--- src/rtl/spi_seq_pkg.sv ---
// Shared types and constants for the SPI transaction sequencer.
// Imported by the top level and its testbench.
package spi_seq_pkg;

    localparam int LEN_W = 5;

    typedef enum logic [2:0] {
        IDLE,
        SETUP,
        LOAD,
        XFER,
        GAP,
        HOLD
    } spi_seq_state_t;

endpackage

--- src/rtl/sync_fifo.sv ---
// Count-based synchronous FIFO with show-ahead head data.
// A push is refused while full, even when a pop happens in the same cycle.
module sync_fifo #(
    parameter int WIDTH = 8,
    parameter int DEPTH = 8
) (
    input  logic             clk,
    input  logic             rst,
    input  logic             push,
    input  logic [WIDTH-1:0] push_data,
    input  logic             pop,
    output logic [WIDTH-1:0] head_data,
    output logic             full,
    output logic             empty
);

    localparam int AW = $clog2(DEPTH);
    localparam int CW = AW + 1;

    logic [WIDTH-1:0] mem_q [DEPTH];
    logic [AW-1:0]    wr_ptr_q, wr_ptr_d;
    logic [AW-1:0]    rd_ptr_q, rd_ptr_d;
    logic [CW-1:0]    count_q, count_d;
    logic             push_ok;
    logic             pop_ok;

    assign full      = (count_q == CW'(DEPTH));
    assign empty     = (count_q == '0);
    assign push_ok   = push && !full;
    assign pop_ok    = pop && !empty;
    assign head_data = mem_q[rd_ptr_q];

    // Pointers are exactly AW bits wide, so plain increment wraps modulo DEPTH.
    always_comb begin
        wr_ptr_d = wr_ptr_q;
        rd_ptr_d = rd_ptr_q;
        count_d  = count_q;
        if (push_ok) wr_ptr_d = wr_ptr_q + AW'(1);
        if (pop_ok)  rd_ptr_d = rd_ptr_q + AW'(1);
        case ({push_ok, pop_ok})
            2'b10:   count_d = count_q + CW'(1);
            2'b01:   count_d = count_q - CW'(1);
            default: count_d = count_q;
        endcase
    end

    // NOTE: the storage array has no reset; only pointers and count need a known state.
    always_ff @(posedge clk) begin
        if (push_ok) mem_q[wr_ptr_q] <= push_data;
    end

    // NOTE: sequential state uses non-blocking assignments only.
    always_ff @(posedge clk or posedge rst) begin
        if (rst) begin
            wr_ptr_q <= '0;
            rd_ptr_q <= '0;
            count_q  <= '0;
        end else begin
            wr_ptr_q <= wr_ptr_d;
            rd_ptr_q <= rd_ptr_d;
            count_q  <= count_d;
        end
    end

endmodule

--- src/rtl/spi_txn_sequencer.sv ---
// Transaction front end for the byte-serial SPI master: sequences chip select,
// feeds TX bytes to the byte engine one at a time and collects RX bytes.
module spi_txn_sequencer
    import spi_seq_pkg::*;
#(
    parameter int DEPTH      = 8,
    parameter int GAP_CYCLES = 4
) (
    input  logic             clk,
    input  logic             rst,
    input  logic             cmd_valid,
    output logic             cmd_ready,
    input  logic [LEN_W-1:0] cmd_len,
    input  logic             tx_valid,
    output logic             tx_ready,
    input  logic [7:0]       tx_data,
    output logic             rx_valid,
    input  logic             rx_ready,
    output logic [7:0]       rx_data,
    output logic             byte_start,
    output logic [7:0]       byte_data,
    input  logic             byte_done,
    input  logic [7:0]       byte_rx,
    output logic             cs_n,
    output logic             busy
);

    localparam int GAP_W = (GAP_CYCLES > 1) ? $clog2(GAP_CYCLES) : 1;
    localparam logic [GAP_W-1:0] GAP_LAST = GAP_W'(GAP_CYCLES - 1);

    spi_seq_state_t   state_q, state_d;
    logic [GAP_W-1:0] gap_cnt_q, gap_cnt_d;
    logic [LEN_W-1:0] remaining_q, remaining_d;
    logic             byte_start_q, byte_start_d;
    logic [7:0]       byte_data_q, byte_data_d;
    logic             cs_n_q, cs_n_d;
    logic             busy_q, busy_d;

    logic             tx_full, tx_empty, tx_pop;
    logic [7:0]       tx_head;
    logic             rx_full, rx_empty, rx_push;
    logic             cmd_accept;
    logic             gap_done;

    sync_fifo #(.WIDTH(8), .DEPTH(DEPTH)) u_tx_fifo (
        .clk       (clk),
        .rst       (rst),
        .push      (tx_valid),
        .push_data (tx_data),
        .pop       (tx_pop),
        .head_data (tx_head),
        .full      (tx_full),
        .empty     (tx_empty)
    );

    sync_fifo #(.WIDTH(8), .DEPTH(DEPTH)) u_rx_fifo (
        .clk       (clk),
        .rst       (rst),
        .push      (rx_push),
        .push_data (byte_rx),
        .pop       (rx_ready),
        .head_data (rx_data),
        .full      (rx_full),
        .empty     (rx_empty)
    );

    assign cmd_ready  = (state_q == IDLE) && !rst;
    assign tx_ready   = !tx_full;
    assign rx_valid   = !rx_empty;
    assign cmd_accept = cmd_valid && cmd_ready;
    assign gap_done   = (gap_cnt_q == GAP_LAST);

    assign byte_start = byte_start_q;
    assign byte_data  = byte_data_q;
    assign cs_n       = cs_n_q;
    assign busy       = busy_q;

    // NOTE: every signal written here gets a default first, so no latch is inferred.
    always_comb begin
        state_d      = state_q;
        gap_cnt_d    = gap_cnt_q;
        remaining_d  = remaining_q;
        byte_start_d = 1'b0;
        byte_data_d  = byte_data_q;
        tx_pop       = 1'b0;
        rx_push      = 1'b0;

        case (state_q)
            IDLE: begin
                if (cmd_accept && (cmd_len != '0)) begin
                    remaining_d = cmd_len;
                    state_d     = SETUP;
                end
            end
            SETUP, GAP: begin
                if (gap_done) begin
                    gap_cnt_d = '0;
                    state_d   = LOAD;
                end else begin
                    gap_cnt_d = gap_cnt_q + GAP_W'(1);
                end
            end
            LOAD: begin
                // Reserving an RX slot before starting makes RX overflow impossible.
                if (!tx_empty && !rx_full) begin
                    byte_start_d = 1'b1;
                    byte_data_d  = tx_head;
                    tx_pop       = 1'b1;
                    state_d      = XFER;
                end
            end
            XFER: begin
                if (byte_done) begin
                    rx_push     = 1'b1;
                    remaining_d = remaining_q - LEN_W'(1);
                    state_d     = (remaining_q == LEN_W'(1)) ? HOLD : GAP;
                end
            end
            HOLD: begin
                if (gap_done) begin
                    gap_cnt_d = '0;
                    state_d   = IDLE;
                end else begin
                    gap_cnt_d = gap_cnt_q + GAP_W'(1);
                end
            end
            default: state_d = IDLE;
        endcase

        busy_d = (state_d != IDLE);
        // CS falls one cycle after leaving IDLE but rises together with the return to IDLE.
        cs_n_d = (state_q == IDLE) || (state_d == IDLE);
    end

    always_ff @(posedge clk or posedge rst) begin
        if (rst) begin
            state_q      <= IDLE;
            gap_cnt_q    <= '0;
            remaining_q  <= '0;
            byte_start_q <= 1'b0;
            byte_data_q  <= '0;
            cs_n_q       <= 1'b1;
            busy_q       <= 1'b0;
        end else begin
            state_q      <= state_d;
            gap_cnt_q    <= gap_cnt_d;
            remaining_q  <= remaining_d;
            byte_start_q <= byte_start_d;
            byte_data_q  <= byte_data_d;
            cs_n_q       <= cs_n_d;
            busy_q       <= busy_d;
        end
    end

endmodule

--- config.mk ---
export PLATFORM = sky130hd
export DESIGN_NAME = spi_txn_sequencer
export DESIGN_NICKNAME = d
export VERILOG_FILES = /design/src/rtl/spi_seq_pkg.sv /design/src/rtl/sync_fifo.sv /design/src/rtl/spi_txn_sequencer.sv
export SDC_FILE = /design/constraint.sdc
export NUM_CORES = 1
export LEC_CHECK = 0
export BUFFER_PORTS_ARGS = -buffer_cell sky130_fd_sc_hd__buf_4
export CAP_MARGIN = 5
export CORE_MARGIN = 2
export CORE_UTILIZATION = 30
export CTS_CLUSTER_DIAMETER = 40
export DETAILED_ROUTE_END_ITERATION = 7
export GPL_TIMING_DRIVEN = 0
export SYNTH_ARGS = -nofsm -noshare
export SYNTH_HDL_FRONTEND = slang
export SYNTH_SLANG_ARGS = --single-unit
--- constraint.sdc ---
create_clock -name clk -period 6.4 [get_ports clk]
set_input_delay 0.32 -clock clk [delete_from_list [all_inputs] [get_ports clk]]
set_output_delay 0.32 -clock clk [all_outputs]
set_load 0.01 [all_outputs]
==> impl_metrics.csv <==
group,metric,value,unit
outcome,status,"complete, no violations",
critical_path,worstPathRequired,6.68,ns
die,num_io_pins,49,
global_route,grtUsageTotal,0.118,
cts,postCtsSetupBuffers,0,
detailed_routing,viasPerCell,4.58,
cts,path_clk_slew,0.07,ns
critical_path,end_kind,"flop",
cts,tritoncts,"yes",
critical_path,critPathLaunchType,"flop",
timing,fin_crit,2.80,ns
power_and_ir_drop,ir_worst_vdd,0.207,mV
cts,htree_levels,4,
finish,antenna_cells,0,
placed_design,numPortBuffers,48,
timing,tightest_slew,0.929,ns
power_and_ir_drop,sw_frac_of_total,0.332,
cts,cts-resized-gates,0,
logic_synthesis,yosysTopAreaCellShare,0.543,
power_and_ir_drop,seqPwrFrac,0.401,
flow_run,cap_violations,0,
finish,final_nets,518,
logic_synthesis,synthFlopType,"edfxtp_1",
global_route,antenna_found_initial,0,
worst_hold_path,hp-class,"primary input to async pin",
die,row_count,56,
critical_path,critical_path_class,"flop to flop",
cts,cts.path.max_buffers,2,
logic_synthesis,synth_area_leaders,"edfxtp_1, dfrtp_1, mux4_2",
timing,finClkSkew,0.0125,ns
critical_path,cp_max_fo,8,
power_and_ir_drop,power_frac_comb,0.332,
timing,slew_viol_final,0,
finish,area_growth,20.1,%
detailed_routing,via_count,3705,
die,start_util,0.303,
critical_path,worstPathArrival,3.08,ns
detailed_routing,drc,0,
logic_synthesis,synthTopCellsByCount,"edfxtp_1, dfrtp_1, nor2_1",
finish,postLayoutCoreUtil,0.364,
global_route,grt_max_degree,42,
power_and_ir_drop,p_clk_frac,0.267,
power_and_ir_drop,powerDensity,454,nW/µm²
power_and_ir_drop,internal_power,2570,µW
detailed_routing,antenna_left,0,
placed_design,dp_hpwl,9250,µm
cts,ctsHoldBuffers,0,
timing,rsz0062_at_grt,"false",
logic_synthesis,yosysMostFrequentCell,"edfxtp_1",
timing,timing.final.crit_share,0.437,
logic_synthesis,async_flop_share,0.243,
logic_synthesis,synth.distinct_cells,54,
global_route,grt_pass1_wl,21900,µm
global_route,grt_pass1_vias,4012,
placed_design,place_congestion,0.756,
detailed_routing,detail_route.wl_per_cell,17.0,µm
timing,fin_ws,3.60,ns
cts,cts_root_buf,"clkbuf_16",
power_and_ir_drop,p_switching,1280,µW
logic_synthesis,synth-edff-count,128,
detailed_routing,drt_iter0_markers,245,
global_route,gr-total-overflow,0,
power_and_ir_drop,power_leakage,0.00303,µW
cts,clock_sinks,169,
timing,holdWs,0.124,ns
detailed_routing,dr.pass1.iters,4,
timing,maxSlewHeadroom,0.378,
logic_synthesis,syn_nets,446,
logic_synthesis,yosys.area.top_type,"edfxtp_1",
cts,numCtsBuffers,17,
timing,finalHoldViolations,0,
logic_synthesis,synth_area,7080,µm²
logic_synthesis,ys_warn_count,0,
logic_synthesis,synth_seq_area_share,0.688,
die,dieArea,24800,µm²
placed_design,dpl_worst_slack,3.62,ns
finish,num-fill-cells,2170,
cts,clock_latency,0.42,ns
timing,finalSetupTns,0,ns
detailed_routing,wl,13700,µm
timing,clock.fmax,358,MHz
logic_synthesis,syn_inst,405,
timing,finalSetupViolations,0,
finish,layout-drive-gt1-share,0.302,
die,die_w,158,µm
die,die_y,158,µm
logic_synthesis,yosys_register_bits,169,
logic_synthesis,synth_area_per_cell,17.5,µm²
die,core,23300,µm²
-- through the flow --
step           cells  area, µm²  total power [µW]
5_1_grt          809       8500              4090
4_1_cts          809       8500              3910
6_report         809       8500              3850
2_1_floorplan    405       7080              2440
3_5_place_dp     777       7880              2870
3_3_place_gp     772       7840              2790
-- power by group through the flow --
stage          clock network [µW]  logic, µW  registers (µW)
5_1_grt                      1100       1420            1570
3_5_place_dp                    0       1310            1570
3_3_place_gp                    0       1250            1550
2_1_floorplan                   0        901            1540
4_1_cts                      1050       1310            1550
6_report                     1030       1280            1550
-- layout by cell type (no fill, tap or decap), types with 2 or more instances in the layout --
cell and count:
xor2_1 6, nand2b_1 8, dfrtp_1 40, nor3_2 2, nand3_1 7, nor3_1 11
or3_1 2, mux4_1 9, buf_4 54, ha_1 13, buf_1 2, o211ai_1 2
clkbuf_1 2, mux2i_1 9, inv_8 3, buf_2 6, mux4_2 23, inv_1 9
a21o_1 2, a211oi_1 2, nor2_1 26, nand2_1 19, a221oi_1 2, mux2_2 16
nor4_1 4, clkbuf_16 17, a21oi_1 11, edfxtp_1 128, buf_6 3, xnor2_1 9
o21ai_0 4, clkinv_8 6, clkinv_4 4
-- cells by family after synthesis --
| family | synth area share |
|---|---|
| fa+ha+maj | 0.0258 |
| mux | 0.145 |
| xor+xnor | 0.0186 |
| flops | 0.688 |
| compound gates | 0.0285 |
| buf+inv | 0.0218 |
| simple gates | 0.0722 |
-- critical path, stage by stage (launching register included) --
cell and delay, ns:
dfrtp_1 0.42, or4_1 0.60, nand2_1 0.18, inv_1 0.06, ha_1 0.29, ha_1 0.30, a21oi_1 0.25, o21ai_0 0.17
o311ai_0 0.40
-- layer usage --
metal | vias up | GRT usage | share of wire
met4 | 0 | 0.0407 | 0.012
met5 | - | 0 | 0
met1 | 1890 | 0.141 | 0.43
li1 | 1732 | - | -
met3 | 11 | 0.0276 | 0.033
met2 | 72 | 0.209 | 0.53
-- path summary, 6_finish.rpt --
kind | startpoint | to | slack, ns | cells past startpoint
setup reg to reg | u_rx_fifo.count_q[3]$_DFFE_PP0P_ | u_rx_fifo.count_q[3]$_DFFE_PP0P_ | 3.60 | 8
max in group asynchronous | rst | u_tx_fifo.count_q[3]$_DFFE_PP0P_ | 5.70 | 2
hold reg to reg | u_tx_fifo.count_q[3]$_DFFE_PP0P_ | u_tx_fifo.count_q[3]$_DFFE_PP0P_ | 0.52 | 1
hold / removal | rst | byte_start$_DFF_PP0_ | 0.12 | 2
min in group clk | byte_rx[1] | u_rx_fifo.mem_q[2][1]$_DFFE_PP_ | 0.13 | 1
setup / recovery | u_rx_fifo.count_q[3]$_DFFE_PP0P_ | u_rx_fifo.count_q[3]$_DFFE_PP0P_ | 3.60 | 8
-- flip-flops by register name, summed over array words and instances, names as in the netlist --
register	flops
busy	1
u_tx_fifo.count_q	4
gap_cnt_q	2
u_rx_fifo.rd_ptr_q	3
u_tx_fifo.wr_ptr_q	3
byte_start	1
u_tx_fifo.rd_ptr_q	3
u_tx_fifo.mem_q	64
state_q	3
u_rx_fifo.mem_q	64
u_rx_fifo.wr_ptr_q	3
remaining_q	5
cs_n	1
u_rx_fifo.count_q	4
byte_data	8
-- area by class of cell --
type                            instances  area [µm²]  share of cell area
Buffer                                 16         116              0.0137
Clock inverter                         15         191              0.0225
Clock buffer                           17         425              0.0501
Multi-Input combinational cell        210        2060               0.243
Sequential cell                       169        4870               0.573
Tap cell                              319         399              0.0470
Inverter                               10        37.5             0.00442
Timing Repair Buffer                   53         393              0.0462
No activity file was read; power rests on OpenSTA's default activity.
